File: src/rtl/disp_pkg.sv
// disp_pkg: shared display-rotation constants, FSM encoding and position helpers
package disp_pkg;
  localparam int NUM_POS = 5;
  localparam int SEL_W = 3;
  typedef enum logic {PAUSE = 1'b0, RUN = 1'b1} state_e;
  function automatic logic [SEL_W-1:0] next_pos(input logic [SEL_W-1:0] cur, input logic rev);
    return rev ? ((cur == '0) ? SEL_W'(NUM_POS - 1) : cur - SEL_W'(1))
               : ((cur >= SEL_W'(NUM_POS - 1)) ? '0 : cur + SEL_W'(1));
  endfunction
  function automatic logic [SEL_W-1:0] clamp_pos(input logic [SEL_W-1:0] v);
    return (v >= SEL_W'(NUM_POS)) ? '0 : v;
  endfunction
endpackage

File: src/rtl/tick_gen.sv
// tick_gen: prescaler issuing a one-cycle tick every TICK_DIV enabled cycles
module tick_gen #(
  parameter int TICK_DIV = 25_000_000
) (
  input  logic clk,
  input  logic rst_n,
  input  logic en,
  input  logic clr,
  output logic tick
);
  localparam int CW = $clog2(TICK_DIV);
  logic [CW-1:0] cnt_q, cnt_d;
  always_comb begin
    tick = en && (cnt_q == CW'(TICK_DIV - 1));
    cnt_d = clr ? '0 : !en ? cnt_q : tick ? '0 : cnt_q + CW'(1);
  end
  always_ff @(posedge clk or negedge rst_n) begin
    if (!rst_n) cnt_q <= '0;
    else cnt_q <= cnt_d;
  end
endmodule

File: src/rtl/scroll_ctrl.sv
// scroll_ctrl: rotating 5-position display select with auto-scroll, step key and load
module scroll_ctrl
  import disp_pkg::*;
#(
  parameter int TICK_DIV = 25_000_000
) (
  input  logic             clk,
  input  logic             rst_n,
  input  logic             run,
  input  logic             dir,
  input  logic             step_key,
  input  logic             load,
  input  logic [SEL_W-1:0] load_val,
  output logic [SEL_W-1:0] selc,
  output logic             adv,
  output logic             running
);
  logic run_s1_q, run_s2_q, key_s1_q, key_s2_q, key_prev_q;
  state_e state_q, state_d;
  logic [SEL_W-1:0] selc_q, selc_d;
  logic adv_q, adv_d, running_q, running_d;
  logic tick, step_ev, clr, en;
  tick_gen #(.TICK_DIV(TICK_DIV)) u_tick (
    .clk  (clk),
    .rst_n(rst_n),
    .en   (en),
    .clr  (clr),
    .tick (tick)
  );
  // Prescaler restarts on load and on PAUSE->RUN, so the first tick lands TICK_DIV cycles later
  always_comb begin
    en = state_q == RUN;
    step_ev = key_s2_q & ~key_prev_q;
    state_d = run_s2_q ? RUN : PAUSE;
    clr = load || (state_q == PAUSE && run_s2_q);
    running_d = state_d == RUN;
    selc_d = selc_q;
    adv_d = 1'b0;
    if (load) begin
      selc_d = clamp_pos(load_val);
      adv_d = selc_d != selc_q;
    end else if ((state_q == RUN && tick) || (state_q == PAUSE && step_ev)) begin
      selc_d = next_pos(selc_q, dir);
      adv_d = 1'b1;
    end
  end
  always_ff @(posedge clk or negedge rst_n) begin
    if (!rst_n) begin
      run_s1_q <= 1'b0;
      run_s2_q <= 1'b0;
      key_s1_q <= 1'b0;
      key_s2_q <= 1'b0;
      key_prev_q <= 1'b0;
      state_q <= PAUSE;
      selc_q <= '0;
      adv_q <= 1'b0;
      running_q <= 1'b0;
    end else begin
      run_s1_q <= run;
      run_s2_q <= run_s1_q;
      key_s1_q <= step_key;
      key_s2_q <= key_s1_q;
      key_prev_q <= key_s2_q;
      state_q <= state_d;
      selc_q <= selc_d;
      adv_q <= adv_d;
      running_q <= running_d;
    end
  end
  assign selc = selc_q;
  assign adv = adv_q;
  assign running = running_q;
endmodule

File: config.mk
export PLATFORM = sky130hd
export DESIGN_NAME = scroll_ctrl
export DESIGN_NICKNAME = d
export VERILOG_FILES = /design/src/rtl/disp_pkg.sv /design/src/rtl/tick_gen.sv /design/src/rtl/scroll_ctrl.sv
export SDC_FILE = /design/constraint.sdc
export NUM_CORES = 1
export LEC_CHECK = 0
export CAP_MARGIN = 20
export CORE_MARGIN = 4
export CORE_UTILIZATION = 42
export CTS_CLUSTER_DIAMETER = 40
export DETAILED_ROUTE_END_ITERATION = 12
export PLACE_DENSITY = 0.71
export SLEW_MARGIN = 10
export SYNTH_ARGS = -nofsm -noshare
export SYNTH_HDL_FRONTEND = slang
export SYNTH_SLANG_ARGS = --single-unit
export TNS_END_PERCENT = 10
File: constraint.sdc
create_clock -name clk -period 2 [get_ports clk]
set_clock_uncertainty 0.15 [all_clocks]
set_input_delay 0.4 -clock clk [delete_from_list [all_inputs] [get_ports clk]]
set_output_delay 0.4 -clock clk [all_outputs]
set_load 0.01 [all_outputs]
=== Word level (Yosys, flattened, before mapping) ===
Index checks and enable logic that the tools add are counted.

* $add $sub $neg: 3
* Magnitude comparators: 2
* Equality and inequality tests: 2
* Mux-type cells: 12
* Bitwise gates (word level): 3
* Reduce and logical (&&, ||, !) cells: 9

{| class="wikitable"
|+ Operators with widths
! operator !! number
|-
| 25-bit 2-to-1 mux || 3
|-
| 25-bit by 1-bit adder with 25-bit output, second input constant || 1
|-
| 25-bit == test, second input constant || 1
|-
| 3-bit 2-to-1 mux || 6
|-
| 3-bit >= comparator, second input constant || 2
|-
| 1-bit logical AND || 4
|-
| 2-bit nonzero test || 2
|-
| 3-bit by 1-bit adder with 3-bit output, second input constant || 1
|-
| 3-bit logical NOT || 1
|-
| 1-bit 2-to-1 mux || 3
|-
| 3-bit != test || 1
|-
| 3-bit by 1-bit subtractor with 3-bit output, second input constant || 1
|-
| 1-bit logical OR || 2
|-
| 1-bit inverter || 2
|-
| 1-bit bitwise AND || 1
|}

* Register bits: 35
* Input port bits: 9
* Word-level logic and storage cells: 40

=== Longest topological paths before layout ===
* Depth in word-level cells: 6
* Gate-level depth with buffers: 7
* Gate-level depth less buffers: 7

=== By module ===
From an unflattened synthesis, not the netlist that was laid out.

* Cell total of the unflattened synthesis: 196
* Area, all modules: 1965.6 sq um

{| class="wikitable"
|+ By module, submodules not included
! module !! times used !! cells each !! area an instance (sq um) !! sequential area each (sq um)
|-
| tick_gen || 1 || 148 || 1427.6 || 625.6
|-
| scroll_ctrl || 1 || 48 || 538.0 || 250.2
|}

=== Worst setup path before layout ===
OpenSTA, ideal clock, no wires.

* Path kind: flip-flop to flip-flop
* Start point: reg u_tick.cnt_q[0]
* End point: reg u_tick.cnt_q[19]
* Arrival: 1796 ps
* Path slack: -15 ps
* Stages on the path, launching flop included: 7
* Period minus slack after synthesis: 2015 ps
* Path through: dfrtp_1 -> ha_1 -> nand3_1 -> nor4_4 -> a211o_1 -> or4_1 -> nand3_1

* Cells in the longest elaborated chain, start to end: 5
* Elaborated cells between the ends (all ways): 6
* Classes of those cells: add/sub: 1; eq/ne: 1; mux: 3; reduce/logical: 1

{| class="wikitable"
|+ RTL lines
! what !! line !! text
|-
| start: declaration || tick_gen.sv:12 || <nowiki>logic [CW-1:0] cnt_q, cnt_d;</nowiki>
|-
| start signal: assignment || tick_gen.sv:19 || <nowiki>else cnt_q <= cnt_d;</nowiki>
|-
| branches (longest 2 deep; another with 25-bit by 1-bit adder with 25-bit output) || -- ||
|-
| 25-bit 2-to-1 mux * (3 in series) || tick_gen.sv:15 || <nowiki>cnt_d = clr ? '0 : !en ? cnt_q : tick ? '0 : cnt_q + CW'(1);</nowiki>
|}

Every way passes the cells marked *. The select of a mux whose other input is x is not followed.
A chain may end at the register's enable or synchronous reset.

=== Final worst setup path ===
* Start point: reg u_tick.cnt_q[8]
* End point: reg u_tick.cnt_q[21]

The elaborated chain is that of the path after synthesis.

==> out/qor.yml <==
run_status:
  status: "finished, violations left"
  failed_checks: "setup timing"
drt:
  vias: 1729
  routed_wl_um: 4610
  drc: 0
  ant_nets: 0
  drt_iter0_drc: 127
  detail_route.vias_per_cell: 5.52
  drt_pre_antenna_iters: 4
  wl_per_cell_um: 14.7
flow_run:
  drv_cap: 0
yosys:
  synth_top_family_by_area: "simple AND/OR/NAND/NOR gates"
  yosysTopAreaCell: "dfrtp_1"
  syn_avg_cell_area_um2: 9.44
  yosys.area_share.simple_pct: 30.3
  synth_mux_area_share_pct: 2.36
  synth_cells: 208
  synth.distinct_cells: 47
  synthesis.area_um2: 1960
  synth_top_area_share_pct: 44.6
  synth-seq-area-share_pct: 44.6
  synth-seq-cells: 35
  yosysWarnings: 0
  syn_nets: 221
  synth_adder_area_share_pct: 2.55
  synth_xor_xnor_area_share_pct: 5.80
  synthTopCellsByArea: "dfrtp_1 45%, nor2_1 5.2%, nand2_1 4.2%"
  synth-compound-area-share_pct: 12.6
clocking:
  clk_latency_ns: 0.29
  cts_tree: "built"
  cts_sinks: 35
  numCtsBuffers: 5
  clkSlewWorstSetupHoldPaths_ns: 0.07
  cts_max_path_buffers: 2
  cts_hold_buf: 0
  cts-root-buf: "clkbuf_8"
  htree_levels: 2
setup_path:
  r2r_start: "u_tick.cnt_q[8]"
  crit_fanout: 5
  cpPeakStageDelay_ns: 0.57
  regToRegSetupSlack_ns: -0.05
  cp_num_cells: 7
  crit_path_start_kind: "flop"
  r2r_cells: 7
  crit_required_ns: 2.04
  path_cells: "or4b_4 > nor3_4 > buf_6 > a211o_1 > buf_6 > nor3_1 > a21o_1"
  cp.arrival_ns: 2.09
  r2r-end: "u_tick.cnt_q[21]"
  crit_family: "simple AND/OR/NAND/NOR gates"
  critPathKind: "flop to flop"
  critPathCaptureType: "flop"
  path_buf_inv: 2
  cpMostUsedCell: "buf_6"
  cp_slowest_cell: "or4b_4"
sta:
  maxSlewViolCount: 0
  rsz0062_at_grt: "yes"
  setup_violations: 4
  period_needed_ns: 2.05
  hold_viol: 0
  timing.slew.headroom_pct: 64.5
  fmax_mhz: 487
  layout_worst_path_cycle_share_pct: 103
  fin_tns_setup_ns: -0.188
  fin_ws_ns: -0.0523
  hold_ws_ns: 0.208
  tightestPinTransition_ns: 0.529
die:
  die_h_um: 76.4
  pin_count: 14
  die_x_um: 76.4
  start_util_pct: 44.2
  row_count: 24
  core-area_um2: 4440
  die-area_um2: 5840
grt:
  grt_max_degree: 36
  gr-usage-met1_pct: 23.9
  use_met2_pct: 24.6
  overflow: 0
  grt_first_pass_wirelength_um: 7900
  gr-usage-met3_pct: 4.14
  busiest_layer: "met2"
  antenna_found_initial: 0
  grt_pass1_vias: 1615
  grtUsageTotal_pct: 16.7
cells_and_area:
  nets: 273
  diodes: 0
  instances_no_fill: 313
  synthToLayoutAreaGrowth_pct: 30.8
  final_common_cell: "dfrtp_1"
  layout_common_cells: "35 x dfrtp_1, 34 x buf_4, 27 x nor2_1, 20 x nand2_1, 13 x clkdlybuf4s50_1"
  drive_gt1_share_pct: 23.8
placed_design:
  dp_cells: 302
  place_hpwl_um: 3370
  gp_congestion: 0.850
  io_buffers: 13
hold_path:
  worstHoldPathType: "flop to flop"
  hp-start: "run_s1_q"
  min_delay_path_depth: 0
  whs_endpoint: "run_s2_q"
power_and_ir_drop:
  peakVddDrop_mv: 0.477
  power_density_nw_per_um2: 581
  p_total_uw: 1490
  power_leakage_uw: 0.00116
worst max path at each step:
stage                      from               end  slack (ns)
5_1_grt         u_tick.cnt_q[8]  u_tick.cnt_q[23]        -0.1
3_5_place_dp               load  u_tick.cnt_q[24]       -0.12
6_report        u_tick.cnt_q[8]  u_tick.cnt_q[21]       -0.05
3_3_place_gp               load  u_tick.cnt_q[12]       -0.11
2_1_floorplan  u_tick.cnt_q[17]           selc[1]        0.02
4_1_cts        u_tick.cnt_q[15]  u_tick.cnt_q[23]       -0.03
through the flow:
step / area [um2] / utilization (%) / worst slack [ns]
2_1_floorplan: 1970 / - / 0.0190
3_3_place_gp: 2390 / 53.9 / -0.109
3_5_place_dp: 2390 / 53.9 / -0.119
4_1_cts: 2530 / 57.0 / -0.0320
5_1_grt: 2570 / 57.8 / -0.0998
6_report: 2570 / 57.8 / -0.0523
cell type report:
class | instances | area, um2
inverters | 5 | 18.8
clock buffers | 8 | 100
multi-input cells | 164 | 1100
fillers | 388 | 1870
repair buffers | 49 | 408
well taps | 52 | 65.1
flip-flops and latches | 35 | 876
logic make-up (layout without fill, tap and decap cells):
group,Yosys count,count (layout)
AOI/OAI and AO/OA,36,36
xor gates and xnor gates,13,13
adders and majority gates,4,4
buffers and inverters,9,62
DFF,35,35
muxes,4,4
and+or+nand+nor,107,107
synthesized netlist by cell type, drive strengths merged:
cell type	count
a21o	8
nor3	11
clkbuf	2
a31oi	2
xnor2	5
and3	3
a22oi	2
or4b	1
o21ai	7
a21oi	8
a211oi	2
nand2b	1
nand2	22
nor3b	2
inv	5
mux2	2
or2	1
nand3b	4
ha	4
o32a	1
nand3	11
nand4	10
o22ai	2
a32oi	1
or3b	1
o211ai	2
nor2	27
dfrtp	35
and2	1
xor2	8
nor2b	1
or4	2
a211o	1
nand4b	1
nor4	5
buf	2
mux2i	2
or3	3
flip-flops by register name (all words and copies together), names as in the netlist:
name / cells
key_prev_q: 1
selc: 3
adv: 1
run_s1_q: 1
run_s2_q: 1
key_s1_q: 1
key_s2_q: 1
running: 1
u_tick.cnt_q: 25
report_power, final:
group / internal [uW] / total (uW) / leakage, uW / switching, uW
logic: 86.4 / 179 / 0.000640 / 92.6
registers: 724 / 743 / 0.000470 / 19.2
clock network: 314 / 571 / 0.0000515 / 257
per-layer routing:
layer | vias up | share of wire (%)
li1 | 856 | -
met1 | 830 | 49
met2 | 34 | 45
met3 | 9 | 4.4
met4 | 0 | 1.7
met5 | - | 0
what timing repair did:
| item | CTS | global route |
|---|---|---|
| gates resized for setup | 7 | 5 |
| endpoints found under the setup margin | 22 | 12 |
| buffers inserted | 1 | 2 |
| pin swaps | 2 | 2 |
Note: power is estimated with default switching activity, not from simulation.
